[src/rtl/uart_pkg.sv]
// Shared types and constants for the UART transmit arbiter slice.
package uart_pkg;

  localparam int UART_DATA_W = 8;

  typedef enum logic [2:0] {
    ARB,
    FETCH,
    ISSUE,
    WAIT_START,
    WAIT_DONE,
    WAIT_IDLE,
    GAP
  } t_arb_state;

endpackage

[src/rtl/uart_tx_arbiter_if.sv]
// Requester-side byte-stream bus: per-requester valid/data/last in, ready/grant back.
interface uart_tx_arbiter_if #(
  parameter int NUM_REQ = 4
);
  import uart_pkg::*;

  logic [NUM_REQ-1:0]             req_valid;
  logic [NUM_REQ*UART_DATA_W-1:0] req_data;
  logic [NUM_REQ-1:0]             req_last;
  logic [NUM_REQ-1:0]             req_ready;
  logic [NUM_REQ-1:0]             grant;

  modport slave (
    input  req_valid, req_data, req_last,
    output req_ready, grant
  );

  modport master (
    output req_valid, req_data, req_last,
    input  req_ready, grant
  );

endinterface

[src/rtl/rr_picker.sv]
// Combinational round-robin picker: first valid requester after rr_ptr, wrapping.
module rr_picker #(
  parameter  int NUM_REQ = 4,
  localparam int IDX_W   = $clog2(NUM_REQ)
) (
  input  logic [NUM_REQ-1:0] req_valid,
  input  logic [IDX_W-1:0]   rr_ptr,
  output logic               any_valid,
  output logic [NUM_REQ-1:0] pick_oh,
  output logic [IDX_W-1:0]   pick_idx
);

  int               cand;
  logic [IDX_W-1:0] cand_idx;
  logic             found;

  assign any_valid = |req_valid;

  always_comb begin
    pick_oh  = '0;
    pick_idx = '0;
    found    = 1'b0;
    cand     = 0;
    cand_idx = '0;
    for (int k = 1; k <= NUM_REQ; k++) begin
      cand     = (int'(rr_ptr) + k) % NUM_REQ;
      cand_idx = IDX_W'(cand);
      if (!found && req_valid[cand_idx]) begin
        found             = 1'b1;
        pick_oh[cand_idx] = 1'b1;
        pick_idx          = cand_idx;
      end
    end
  end

endmodule

[src/rtl/uart_tx_arbiter.sv]
// Shares one UART_Tx serializer between NUM_REQ byte-stream requesters,
// granting whole packets round-robin and sequencing the data_en/tx_en/tx_done handshake.
//
// state      | meaning
// ARB        | no owner; pick next requester round-robin
// FETCH      | owner granted; waiting for its next byte (stall timer running)
// ISSUE      | data_en pulse to UART_Tx with the captured byte
// WAIT_START | waiting for UART_Tx to raise tx_en
// WAIT_DONE  | waiting for UART_Tx tx_done
// WAIT_IDLE  | waiting for tx_en and tx_done both low before the next byte
// GAP        | post-packet idle clocks before re-arbitration
module uart_tx_arbiter
  import uart_pkg::*;
#(
  parameter int NUM_REQ    = 4,
  parameter int GAP_CLKS   = 0,
  parameter int STALL_CLKS = 1024
) (
  input  logic                   clk,
  input  logic                   rst_n,
  uart_tx_arbiter_if.slave       req_bus,
  output logic                   uart_data_en,
  output logic [UART_DATA_W-1:0] uart_data,
  input  logic                   uart_tx_en,
  input  logic                   uart_tx_done,
  output logic                   busy,
  output logic                   err_stall
);

  localparam int                 IDX_W      = $clog2(NUM_REQ);
  localparam int                 STALL_W    = $clog2(STALL_CLKS);
  localparam logic [STALL_W-1:0] STALL_LAST = STALL_W'(STALL_CLKS - 1);
  localparam logic [7:0]         GAP_LAST   = 8'((GAP_CLKS > 0) ? GAP_CLKS - 1 : 0);

  t_arb_state             state_q, state_d;
  logic [NUM_REQ-1:0]     grant_q, grant_d;
  logic [IDX_W-1:0]       rr_ptr_q, rr_ptr_d;
  logic [UART_DATA_W-1:0] data_q, data_d;
  logic                   data_en_d, busy_d, err_d;
  logic                   last_q, last_d;
  logic [STALL_W-1:0]     stall_q, stall_d;
  logic [7:0]             gap_q, gap_d;

  logic                   any_valid;
  logic [NUM_REQ-1:0]     pick_oh;
  logic [IDX_W-1:0]       pick_idx;
  logic                   sel_valid, sel_last;
  logic [UART_DATA_W-1:0] sel_data;

  rr_picker #(.NUM_REQ(NUM_REQ)) u_picker (
    .req_valid (req_bus.req_valid),
    .rr_ptr    (rr_ptr_q),
    .any_valid (any_valid),
    .pick_oh   (pick_oh),
    .pick_idx  (pick_idx)
  );

  // rr_ptr always holds the current owner's index while a grant is live
  assign sel_valid = req_bus.req_valid[rr_ptr_q];
  assign sel_last  = req_bus.req_last[rr_ptr_q];
  assign sel_data  = req_bus.req_data[int'(rr_ptr_q)*UART_DATA_W +: UART_DATA_W];

  assign req_bus.req_ready = (state_q == FETCH) ? grant_q : '0;
  assign req_bus.grant     = grant_q;
  assign uart_data         = data_q;

  always_comb begin
    state_d  = state_q;
    grant_d  = grant_q;
    rr_ptr_d = rr_ptr_q;
    data_d   = data_q;
    last_d   = last_q;
    stall_d  = stall_q;
    gap_d    = gap_q;
    err_d    = 1'b0;
    case (state_q)
      ARB: begin
        if (any_valid) begin
          grant_d  = pick_oh;
          rr_ptr_d = pick_idx;
          state_d  = FETCH;
        end
      end
      FETCH: begin
        if (sel_valid) begin
          data_d  = sel_data;
          last_d  = sel_last;
          stall_d = '0;
          state_d = ISSUE;
        end else if (stall_q == STALL_LAST) begin
          err_d   = 1'b1;
          grant_d = '0;
          stall_d = '0;
          state_d = ARB;
        end else begin
          stall_d = stall_q + 1'b1;
        end
      end
      ISSUE:      state_d = WAIT_START;
      WAIT_START: if (uart_tx_en) state_d = WAIT_DONE;
      WAIT_DONE:  if (uart_tx_done) state_d = WAIT_IDLE;
      WAIT_IDLE: begin
        // both low means the serializer is back in its idle state
        if (!uart_tx_done && !uart_tx_en) begin
          if (!last_q) begin
            state_d = FETCH;
          end else begin
            grant_d = '0;
            state_d = (GAP_CLKS == 0) ? ARB : GAP;
          end
        end
      end
      GAP: begin
        if (gap_q == GAP_LAST) begin
          gap_d   = '0;
          state_d = ARB;
        end else begin
          gap_d = gap_q + 8'd1;
        end
      end
      default: state_d = ARB;
    endcase
    data_en_d = (state_d == ISSUE);
    busy_d    = (state_d != ARB);
  end

  always_ff @(posedge clk or negedge rst_n) begin
    if (!rst_n) begin
      state_q      <= ARB;
      grant_q      <= '0;
      rr_ptr_q     <= IDX_W'(NUM_REQ - 1);
      data_q       <= '0;
      last_q       <= 1'b0;
      stall_q      <= '0;
      gap_q        <= '0;
      uart_data_en <= 1'b0;
      busy         <= 1'b0;
      err_stall    <= 1'b0;
    end else begin
      state_q      <= state_d;
      grant_q      <= grant_d;
      rr_ptr_q     <= rr_ptr_d;
      data_q       <= data_d;
      last_q       <= last_d;
      stall_q      <= stall_d;
      gap_q        <= gap_d;
      uart_data_en <= data_en_d;
      busy         <= busy_d;
      err_stall    <= err_d;
    end
  end

endmodule

[src/flat_wrapper.sv]
// flat-port wrapper written by rule: the top's interface ports become plain ports
module uart_tx_arbiter_flat import uart_pkg::*;
#(
  parameter int NUM_REQ    = 4,
  parameter int GAP_CLKS   = 0,
  parameter int STALL_CLKS = 1024
)
  (clk, rst_n, uart_data_en, uart_data, uart_tx_en, uart_tx_done, busy, err_stall, req_bus_req_valid, req_bus_req_data, req_bus_req_last, req_bus_req_ready, req_bus_grant);
  uart_tx_arbiter_if #(.NUM_REQ(NUM_REQ)) req_bus_i ();
  input  logic clk;
  input  logic rst_n;
  output logic uart_data_en;
  output logic [UART_DATA_W-1:0] uart_data;
  input  logic uart_tx_en;
  input  logic uart_tx_done;
  output logic busy;
  output logic err_stall;
  input wire logic [$bits(req_bus_i.req_valid)-1:0] req_bus_req_valid;
  input wire logic [$bits(req_bus_i.req_data)-1:0] req_bus_req_data;
  input wire logic [$bits(req_bus_i.req_last)-1:0] req_bus_req_last;
  output wire logic [$bits(req_bus_i.req_ready)-1:0] req_bus_req_ready;
  output wire logic [$bits(req_bus_i.grant)-1:0] req_bus_grant;
  assign req_bus_i.req_valid = req_bus_req_valid;
  assign req_bus_i.req_data = req_bus_req_data;
  assign req_bus_i.req_last = req_bus_req_last;
  assign req_bus_req_ready = req_bus_i.req_ready;
  assign req_bus_grant = req_bus_i.grant;
  uart_tx_arbiter #(.NUM_REQ(NUM_REQ), .GAP_CLKS(GAP_CLKS), .STALL_CLKS(STALL_CLKS)) u_core (.clk(clk), .rst_n(rst_n), .req_bus(req_bus_i), .uart_data_en(uart_data_en), .uart_data(uart_data), .uart_tx_en(uart_tx_en), .uart_tx_done(uart_tx_done), .busy(busy), .err_stall(err_stall));
endmodule
[config.mk]
export PLATFORM = sky130hd
export DESIGN_NAME = uart_tx_arbiter_flat
export DESIGN_NICKNAME = d
export VERILOG_FILES = /design/src/rtl/uart_pkg.sv /design/src/rtl/uart_tx_arbiter_if.sv /design/src/rtl/rr_picker.sv /design/src/rtl/uart_tx_arbiter.sv /design/src/flat_wrapper.sv
export SDC_FILE = /design/constraint.sdc
export NUM_CORES = 1
export LEC_CHECK = 0
export BUFFER_PORTS_ARGS = -buffer_cell sky130_fd_sc_hd__buf_2
export CAP_MARGIN = 10
export CORE_ASPECT_RATIO = 1.75
export CORE_UTILIZATION = 47
export DETAILED_ROUTE_END_ITERATION = 6
export PLACE_DENSITY = 0.71
export REMOVE_ABC_BUFFERS = 1
export SYNTH_ARGS = -nofsm -noshare
export SYNTH_HDL_FRONTEND = slang
export SYNTH_SLANG_ARGS = --single-unit
[constraint.sdc]
create_clock -name clk -period 4.05 [get_ports clk]
set_clock_uncertainty 0.15 [all_clocks]
set_input_delay 0 -clock clk [delete_from_list [all_inputs] [get_ports clk]]
set_output_delay 0 -clock clk [all_outputs]
set_load 0.05 [all_outputs]
==> reports/qor.yml <==
run_status:
  status: "completed"
cts:
  post_cts_resized: 0
  cts_sinks: 39
  cts.htree.levels: 2
  postCtsSetupBuffers: 0
  path_clk_slew_ns: 0.09
  cts_tree: "yes"
  cts_buffers: 5
  clk_latency_ns: 0.30
  cts_hold_buffers: 5
  root_buffer: "clkbuf_8"
  clk_path_buf_depth: 2
die:
  placeableCoreArea_um2: 5343
  start_util_pct: 49.48
  die_x_um: 58.70
  die-area_um2: 5941
  fp-row-count: 35
  io_pins: 63
  die_h_um: 101.2
worst_setup_path:
  rr_worst_depth: 6
  critical_path_depth: 6
  critPathKind: "reg2reg"
  critPathArrivalTime_ns: 2.87
  rr_startpoint: "u_core.rr_ptr_q[1]"
  crit_start: "u_core.rr_ptr_q[1]"
  end_kind: "flop"
  path_delay_family: "flip-flops"
  crit_path_top_delay_cell: "dfstp_2"
  cp_common_cell: "inv_1"
  worst_setup_path_start_kind: "flop"
  crit_end: "u_core.req_bus.grant[2]"
  path_buf_inv: 2
  cp_max_fo: 24
  critPathRequiredTime_ns: 4.08
  cp_cell_sequence: "inv_1 -> ha_1 -> mux2i_2 -> inv_1 -> o21a_1 -> a221o_1"
  timing.rr.end: "u_core.req_bus.grant[2]"
  slowest_delay_ns: 0.83
  rrSetupSlack_ns: 1.21
sta:
  setup_violations: 0
  worst_slack_ns: 1.213
  fin_tns_setup_ns: 0
  rsz0062_at_grt: "false"
  tightest_slew_ns: 0.8575
  max_freq_mhz: 352.5
  fin_crit_sh_pct: 70.04
  slew_violations: 0
  finalCriticalPeriod_ns: 2.837
  whs_ns: 0.003666
  hold_viol_final: 0
  slew_headroom_pct: 42.83
yosys:
  synth-simple-area-share_pct: 18.36
  synth_xor_area_share_pct: 1.325
  synth.area.top_cells: "dfrtp_1 (35%), mux4_2 (9.4%), ha_1 (5.2%)"
  synth.distinct_cells: 55
  synth_top_area_share_pct: 35.02
  ys.flop_type: "dfrtp_1"
  synth_adder_area_share_pct: 5.206
  synth_top_family_by_area: "simple AND/OR/NAND/NOR gates"
  ys_seq_area_share_pct: 37.01
  ys_seq_elements: 39
  yosysMostFrequentCell: "dfrtp_1"
  synthesis.area_um2: 2644
  async_reset_ff_share_pct: 100.0
  synthMuxAreaShare_pct: 15.33
  synth_compound_area_share_pct: 17.46
  synthTopCellsByCount: "dfrtp_1 (37), nand2_1 (20), o21ai_0 (20)"
  avgSynthCellArea_um2: 10.09
  ys_warn_count: 0
  synthCells: 262
  synth_edf_count: 0
  yosys.area.top_type: "dfrtp_1"
routing:
  drtAntennaViolNets: 0
  routedWlPerCell_um: 15.19
  vias: 2259
  routed_wl_um: 6032
  first_pass_iters: 4
  drt_iter0_drc: 96
  vias_per_cell: 5.690
  drcViolationCount: 0
global_routing:
  track_usage_pct: 21.89
  antenna_found_initial: 0
  grt_pass1_wl_um: 9929
  first_global_vias: 2196
  grt_start_max_net_pins: 40
  grt_overflow: 0
power_and_ir_drop:
  p_clk_share_pct: 17.4
  p_seq_share_pct: 27.9
  p_int_mw: 1.250
  p_per_area_nw_per_um2: 717.2
  power_mw: 2.261
  p_leak_nw: 1.412
  p_sw_mw: 1.012
  combinationalPowerShare_pct: 54.7
  swShare_pct: 44.74
  vdd_drop_max_mv: 0.3726
layout:
  layout.cells.non_filler: 397
  fill_cells: 492
  drive_gt1_share_pct: 32.20
  num_antenna_cells: 0
  fin_area_um2: 3153
  nets: 377
  post-route-util_pct: 59.02
  syn2layout_area_growth_pct: 19.26
flow_run:
  drv_cap: 0
placed_design:
  dpl-instance-area_um2: 2967
  io_buffers: 62
  place_inst: 384
  hpwlAfterDp_um: 4512
  place.gp.congestion: 0.8763
  pre_cts_slack_ns: 1.244
hold_path:
  hold_path.class: "in2reg"
cell families (layout without fill, tap and decap cells):
family                     Yosys count  in the layout
AOI/OAI and AO/OA                   67             67
xor gates and xnor gates             4              4
muxes                               25             25
buffers and inverters               29             90
adders and majority gates           11             11
and+or+nand+nor                     87             87
DFF                                 39             39
state kept, by name, summed over array words and instances (netlist names), 2 cells and up:
| register | flops |
|---|---|
| u_core.state_q | 3 |
| u_core.gap_q | 8 |
| u_core.rr_ptr_q | 2 |
| u_core.uart_data | 8 |
| u_core.req_bus.grant | 4 |
| u_core.stall_q | 10 |
area by class of cell:
cell class / instances / area, um2 / area share (%)
Multi-Input combinational cell: 194 / 1525 / 48.37
Sequential cell: 39 / 978.4 / 31.03
Timing Repair Buffer: 68 / 367.9 / 11.67
Tap cell: 74 / 92.59 / 2.937
Clock buffer: 5 / 68.82 / 2.183
Clock inverter: 3 / 67.56 / 2.143
Inverter: 14 / 52.55 / 1.667
worst min-delay path by stage:
stage,from,to,slack (ns),cells past startpoint
after floorplan,rst_n,u_core.busy,-0.45,0
after global placement,rst_n,u_core.gap_q[3],0.01,1
after detailed placement,rst_n,u_core.gap_q[3],0.01,1
after CTS,req_bus_req_data[20],u_core.uart_data[4],0.003,3
after global routing,req_bus_req_last[3],u_core.last_q,0.003,3
final,req_bus_req_data[28],u_core.uart_data[4],0.004,3
placed cells by master, fill, tap and decap left out, types with 3 or more instances in the layout:
cell type      count
nand3b_1           5
nor2b_1            4
xnor2_1            3
and2_1             5
a21oi_1           10
nand2_1           20
ha_1              11
o221ai_1           4
nor2_1            14
a221oi_1           3
nand3_1            5
o21ai_0           20
mux2_2            11
nor3_1             3
dlygate4sd3_1      5
inv_1             14
clkbuf_8           5
mux4_2            11
nand4_1            3
a31oi_1            8
a22o_1             3
dfrtp_1           37
o31ai_1            3
buf_2             62
nand2b_1          11
and3_1             4
per-layer routing:
| layer | up-vias | share of wire (%) | track usage [%] |
|---|---|---|---|
| met3 | 11 | 2.3 | 2.937 |
| met2 | 45 | 57 | 41.03 |
| met1 | 1117 | 38 | 24.06 |
| met4 | 0 | 2.3 | 9.158 |
| met5 | - | 0 | 0 |
| li1 | 1086 | - | - |
power by group through the flow:
stage,sequential (mW),clock [mW],combinational (mW)
CTS,0.630,0.396,1.24
floorplan,0.870,0,0.697
global route,0.648,0.414,1.34
global placement,0.633,0,1.20
finish,0.630,0.394,1.24
detailed placement,0.638,0,1.22
worst reg2reg max path: stages (launching register included):
cell and delay [ns]:
dfstp_2 0.83, inv_1 0.20, ha_1 0.43, mux2i_2 0.46
inv_1 0.15, o21a_1 0.19, a221o_1 0.31
Power figures use the tool's default switching activity.
